### config.mk
export PLATFORM = sky130hd
export DESIGN_NAME = if_fetch_unit
export DESIGN_NICKNAME = d
export VERILOG_FILES = /design/src/rtl/if_fetch_unit.sv
export SDC_FILE = /design/constraint.sdc
export NUM_CORES = 1
export LEC_CHECK = 0
export ABC_AREA = 1
export CORE_UTILIZATION = 55
export DETAILED_ROUTE_END_ITERATION = 7
export PLACE_DENSITY = 0.82
export REMOVE_ABC_BUFFERS = 1
export SYNTH_ARGS = -nofsm -noshare
export SYNTH_HDL_FRONTEND = slang
export SYNTH_SLANG_ARGS = --single-unit
### constraint.sdc
create_clock -name clk -period 2.4 [get_ports clk]
set_input_delay 0.24 -clock clk [delete_from_list [all_inputs] [get_ports clk]]
set_output_delay 0.24 -clock clk [all_outputs]
set_load 0.05 [all_outputs]
### src/rtl/if_fetch_unit.sv
// Instruction-fetch stage: owns the PC, drives a req/ack instruction memory and
// keeps one skid entry for a word returned under freeze. Optional: FETCH_PERF_CNT_EN.
module if_fetch_unit #(
  parameter logic [31:0] RESET_PC = 32'h0000_0000,
  parameter logic [31:0] PC_INC   = 32'd4
) (
  input  logic        clk,
  input  logic        rst,
  input  logic        freeze,
  input  logic        br_taken,
  input  logic [31:0] id_pc,
  input  logic [31:0] br_offset,
  output logic        imem_req,
  output logic [31:0] imem_addr,
  input  logic [31:0] imem_rdata,
  input  logic        imem_ack,
  output logic [31:0] instruction,
  output logic [31:0] pc_out,
  output logic        inst_valid,
`ifdef FETCH_PERF_CNT_EN
  output logic [31:0] perf_stall_cnt,
  output logic [31:0] perf_flush_cnt,
`endif
  output logic        if_flush
);

  typedef enum logic [1:0] {
    IDLE  = 2'd0,
    REQ   = 2'd1,
    DRAIN = 2'd2,
    HOLD  = 2'd3
  } state_t;

  state_t      state_r;
  logic [31:0] pc_r;
  logic [31:0] skid_inst_r;
  logic [31:0] skid_pc_r;
  logic        redirect_s;
  logic [31:0] target_s;
  logic [31:0] pc_inc_s;
  logic [31:0] pc_sel_s;

  function automatic logic [31:0] branch_target(input logic [31:0] base,
                                                input logic [31:0] offset);
    return base + {offset[29:0], 2'b00};
  endfunction

  // freeze always beats a taken branch
  assign redirect_s = br_taken & ~freeze;
  assign if_flush   = redirect_s;
  assign target_s   = branch_target(id_pc, br_offset);
  assign pc_inc_s   = pc_r + PC_INC;
  assign pc_sel_s   = redirect_s ? target_s : pc_r;

  // Fetch state machine with registered memory-port and IF/ID outputs
  always_ff @(posedge clk or negedge rst) begin
    if (!rst) begin
      state_r     <= IDLE;
      pc_r        <= RESET_PC;
      imem_req    <= 1'b0;
      imem_addr   <= RESET_PC;
      instruction <= 32'h0000_0000;
      pc_out      <= 32'h0000_0000;
      inst_valid  <= 1'b0;
      skid_inst_r <= 32'h0000_0000;
      skid_pc_r   <= 32'h0000_0000;
    end else begin
      case (state_r)
        IDLE: begin
          state_r   <= REQ;
          imem_req  <= 1'b1;
          imem_addr <= pc_r;
        end
        REQ: begin
          if (imem_ack) begin
            if (redirect_s) begin
              pc_r       <= target_s;
              imem_addr  <= target_s;
              inst_valid <= 1'b0;
            end else if (freeze) begin
              skid_inst_r <= imem_rdata;
              skid_pc_r   <= pc_inc_s;
              pc_r        <= pc_inc_s;
              imem_addr   <= pc_inc_s;
              imem_req    <= 1'b0;
              state_r     <= HOLD;
            end else begin
              instruction <= imem_rdata;
              pc_out      <= pc_inc_s;
              inst_valid  <= 1'b1;
              pc_r        <= pc_inc_s;
              imem_addr   <= pc_inc_s;
            end
          end else begin
            // address must stay put until the memory acks
            if (redirect_s) begin
              pc_r       <= target_s;
              inst_valid <= 1'b0;
              state_r    <= DRAIN;
            end else if (!freeze) begin
              inst_valid <= 1'b0;
            end else begin
              inst_valid <= inst_valid;
            end
          end
        end
        DRAIN: begin
          pc_r <= pc_sel_s;
          if (!freeze) begin
            inst_valid <= 1'b0;
          end else begin
            inst_valid <= inst_valid;
          end
          if (imem_ack) begin
            imem_addr <= pc_sel_s;
            state_r   <= REQ;
          end else begin
            imem_addr <= imem_addr;
          end
        end
        HOLD: begin
          if (redirect_s) begin
            pc_r        <= target_s;
            imem_addr   <= target_s;
            imem_req    <= 1'b1;
            inst_valid  <= 1'b0;
            skid_inst_r <= 32'h0000_0000;
            skid_pc_r   <= 32'h0000_0000;
            state_r     <= REQ;
          end else if (!freeze) begin
            instruction <= skid_inst_r;
            pc_out      <= skid_pc_r;
            inst_valid  <= 1'b1;
            imem_addr   <= pc_r;
            imem_req    <= 1'b1;
            state_r     <= REQ;
          end else begin
            state_r <= HOLD;
          end
        end
        default: begin
          state_r  <= IDLE;
          imem_req <= 1'b0;
        end
      endcase
    end
  end

`ifdef FETCH_PERF_CNT_EN
  logic stall_s;
  assign stall_s = freeze | ((state_r == REQ) & ~imem_ack);

  // Free-running wrap-around performance counters
  always_ff @(posedge clk or negedge rst) begin
    if (!rst) begin
      perf_stall_cnt <= 32'h0000_0000;
      perf_flush_cnt <= 32'h0000_0000;
    end else begin
      perf_stall_cnt <= perf_stall_cnt + {31'h0, stall_s};
      perf_flush_cnt <= perf_flush_cnt + {31'h0, redirect_s};
    end
  end
`endif

endmodule

==> impl_metrics.yaml <==
detailed_routing:
  drt-total-wl_um: 36300
  detail-route-antenna-nets: 0
  vias: 12800
  dr.pass1.iters: 5
  vias_per_cell: 5.538
  wl_per_cell_um: 15.70
  drc: 0
  drt-initial-drc-count: 1058
critical_path:
  reg2reg_depth: 10
  worst_path_largest_cell_delay_ns: 0.52
  worstPathBufferInverterCount: 2
  start_kind: "flip-flop"
  crit_required_ns: 2.74
  cp-end-kind: "flip-flop"
  cp_slowest_cell: "dfrtp_1"
  path_cells: "nand2_1 -> nor3_1 -> inv_1 -> nor3_1 -> xor2_1 -> nand2_1 -> nand3_1 -> nand3_1 -> nand2_1 -> inv_1"
  crit_fanout: 7
  worstPathArrival_ns: 2.55
  critPathKind: "reg -> reg"
  critPathTopFamily: "simple AND/OR/NAND/NOR gates"
  cp_common_cell: "nand2_1"
  path_depth: 10
hold_path:
  hold_path_class: "in -> async"
global_routing:
  grt_pass1_vias: 12070
  grt_pass1_wl_um: 57750
  grt_overflow_total: 0
  met2_usage_pct: 55.68
  use_met3_pct: 5.482
  grt_antenna_before_repair: 0
  grt.busiest_layer: "met2"
  grt_max_degree: 102
  grtUsageTotal_pct: 32.39
  use_met1_pct: 39.79
sta:
  finalCritPeriodShare_pct: 91.99
  setup_tns_ns: 0
  clock.fmax_mhz: 453.0
  fin_skew_ns: 0.01379
  holdWs_ns: 0.3469
  setup_viol: 0
  relSlewSlack_pct: 56.30
  tightestPinTransition_ns: 0.6546
  hold_viol_final: 0
  slew_violations: 0
  period_minus_slack_ns: 2.208
  rsz0062_at_grt: "false"
logic_synthesis:
  seq_area_frac_synth_pct: 40.03
  netlist_area_mm2: 0.01225
  synth_area_leaders: "dfrtp_1 40%, nand2_1 18%, nor2_1 5.8%"
  synth_edf_count: 0
  synthCells: 1801
  yosys_warnings: 0
  synthDistinctLibCells: 39
  synth_ff_type: "dfrtp_1"
  avgSynthCellArea_um2: 6.803
  synth_top_cell_area_share_pct: 40.03
  async_reset_ff_share_pct: 100.0
  yosys.cell_count.top_type: "nand2_1"
  synth_seq_cells: 196
  synth_common_cells: "576 x nand2_1, 196 x dfrtp_1, 189 x nor2_1, 185 x inv_1, 132 x nand3_1"
  netlist.top_cell.by_area: "dfrtp_1"
placement:
  gp_congestion: 0.9341
  dpl_cell_area_mm2: 0.01495
  port_buffers: 197
  hpwl_um: 26310
pwr:
  switchingPower_mw: 10.90
  internal-power_mw: 10.84
  swShare_pct: 50.14
  p_per_area_mw_per_mm2: 1390
  clockPowerShare_pct: 14.5
  peakVddDrop_v: 0.0006592
  p_leak_nw: 7.727
  combPwrFrac_pct: 57.5
  seqPwrFrac_pct: 28.0
run_status:
  outcome: "complete, no violations"
floorplanning:
  coreArea_mm2: 0.02182
  die_x_um: 151.3
  num_io_pins: 200
  initial_core_util_pct: 56.14
  core.rowCount: 54
  die_h_um: 151.3
  dieArea_mm2: 0.02288
clock_network:
  clkLatencyLatePin_ns: 0.44
  htreeDepth: 4
  clockRootBuffer: "clkbuf_16"
  postCtsSetupRepairBufs: 0
  numCtsBuffers: 17
  cts.sinks: 196
  clockBufferDepth: 2
  path_clk_slew_ns: 0.08
  cts_tree: "built"
layout:
  area_delta_synth_final_pct: 27.64
  stdcell_area_mm2: 0.01564
  fill_cells: 1726
  drive_above_1_share_pct: 7.923
  diodes: 0
  layout.nets: 2151
  fin_util_pct: 71.66
flow_run:
  cap_violations: 0
per-layer routing:
layer | up-vias | wire [um]
li1 | 6215 | -
met1 | 5919 | 14800
met4 | 0 | 1130
met5 | - | 0
met2 | 583 | 17620
met3 | 86 | 2750
layout by cell type, fill, tap and decap left out, drive strengths merged:
| cell | instances |
|---|---|
| a21o | 1 |
| a21oi | 106 |
| a22oi | 1 |
| a31oi | 40 |
| buf | 81 |
| bufinv | 4 |
| clkbuf | 19 |
| clkdlybuf4s50 | 195 |
| clkinv | 4 |
| clkinvlp | 1 |
| dfrtp | 196 |
| dlygate4sd3 | 1 |
| fa | 1 |
| ha | 30 |
| inv | 200 |
| nand2 | 579 |
| nand3 | 133 |
| nand3b | 4 |
| nand4 | 11 |
| nor2 | 198 |
| nor3 | 15 |
| o211ai | 6 |
| o21ai | 138 |
| o21bai | 12 |
| o22ai | 6 |
| o2bb2ai | 1 |
| o31ai | 2 |
| or2 | 30 |
| xnor2 | 1 |
| xor2 | 16 |
path summary, 6_finish.rpt:
check | start | endpoint | slack [ns]
min in group clk | imem_rdata[24] | instruction[24] | 0.38
hold / removal | rst | instruction[11] | 0.35
setup / recovery | pc_r[6] | imem_addr[25] | 0.19
max in group asynchronous | rst | skid_pc_r[8] | 1.30
hold reg to reg | skid_pc_r[6] | skid_pc_r[6] | 0.49
setup reg to reg | pc_r[6] | imem_addr[25] | 0.19
stage by stage:
step                worst slack (ns)  total power [mW]  cells
floorplan                     -3.722             13.99   1722
global placement             -0.1705             17.97   2279
detailed placement           -0.2496             18.38   2279
CTS                           0.1997             21.64   2312
global route                0.001525             23.15   2312
finish                        0.1923             21.74   2312
worst register-to-register path: cells and delay by family, from the launching register on:
family / cells / cell delay (ns)
AND/OR/NAND/NOR: 7 / 1.13
flip-flops: 1 / 0.52
XOR/XNOR: 1 / 0.30
buffers and inverters: 2 / 0.14
cell type report:
type	count	area [um^2]	share of cell area (%)
repair buffers	278	2696	17.24
flip-flops and latches	196	4905	31.36
clock buffers	18	439.2	2.808
well taps	280	350.3	2.240
inverters	195	732.0	4.680
multi-input cells	1331	6300	40.28
clock inverters	14	216.5	1.384
power by group through the flow:
stage	Combinational, mW	Clock, mW	Sequential, mW
3_5_place_dp	12.3	0	6.08
6_report	12.5	3.16	6.08
2_1_floorplan	5.15	0	8.84
4_1_cts	12.4	3.18	6.05
3_3_place_gp	12.0	0	6.01
5_1_grt	13.6	3.30	6.26
sequential cells by signal, indices dropped and copies added, names as in the netlist:
register / flops
skid_pc_r: 32
imem_addr: 32
imem_req: 1
pc_out: 32
instruction: 32
pc_r: 32
state_r: 2
skid_inst_r: 32
inst_valid: 1
kinds of logic (layout without fill, tap and decap cells):
family / count (synthesis) / after routing / synth area share [%]
buf+inv: 274 / 505 / 8.854
fa+ha+maj: 31 / 31 / 3.227
flops: 196 / 196 / 40.03
compound gates: 313 / 313 / 13.83
simple gates: 970 / 970 / 32.84
xor+xnor: 17 / 17 / 1.215
timing repair:
item	4_1_cts	5_1_grt
resized for setup	0	4
hold buffers	1	0
endpoints found under the hold margin	58	0
endpoints found under the setup margin	0	11
Power figures use the tool's default switching activity.
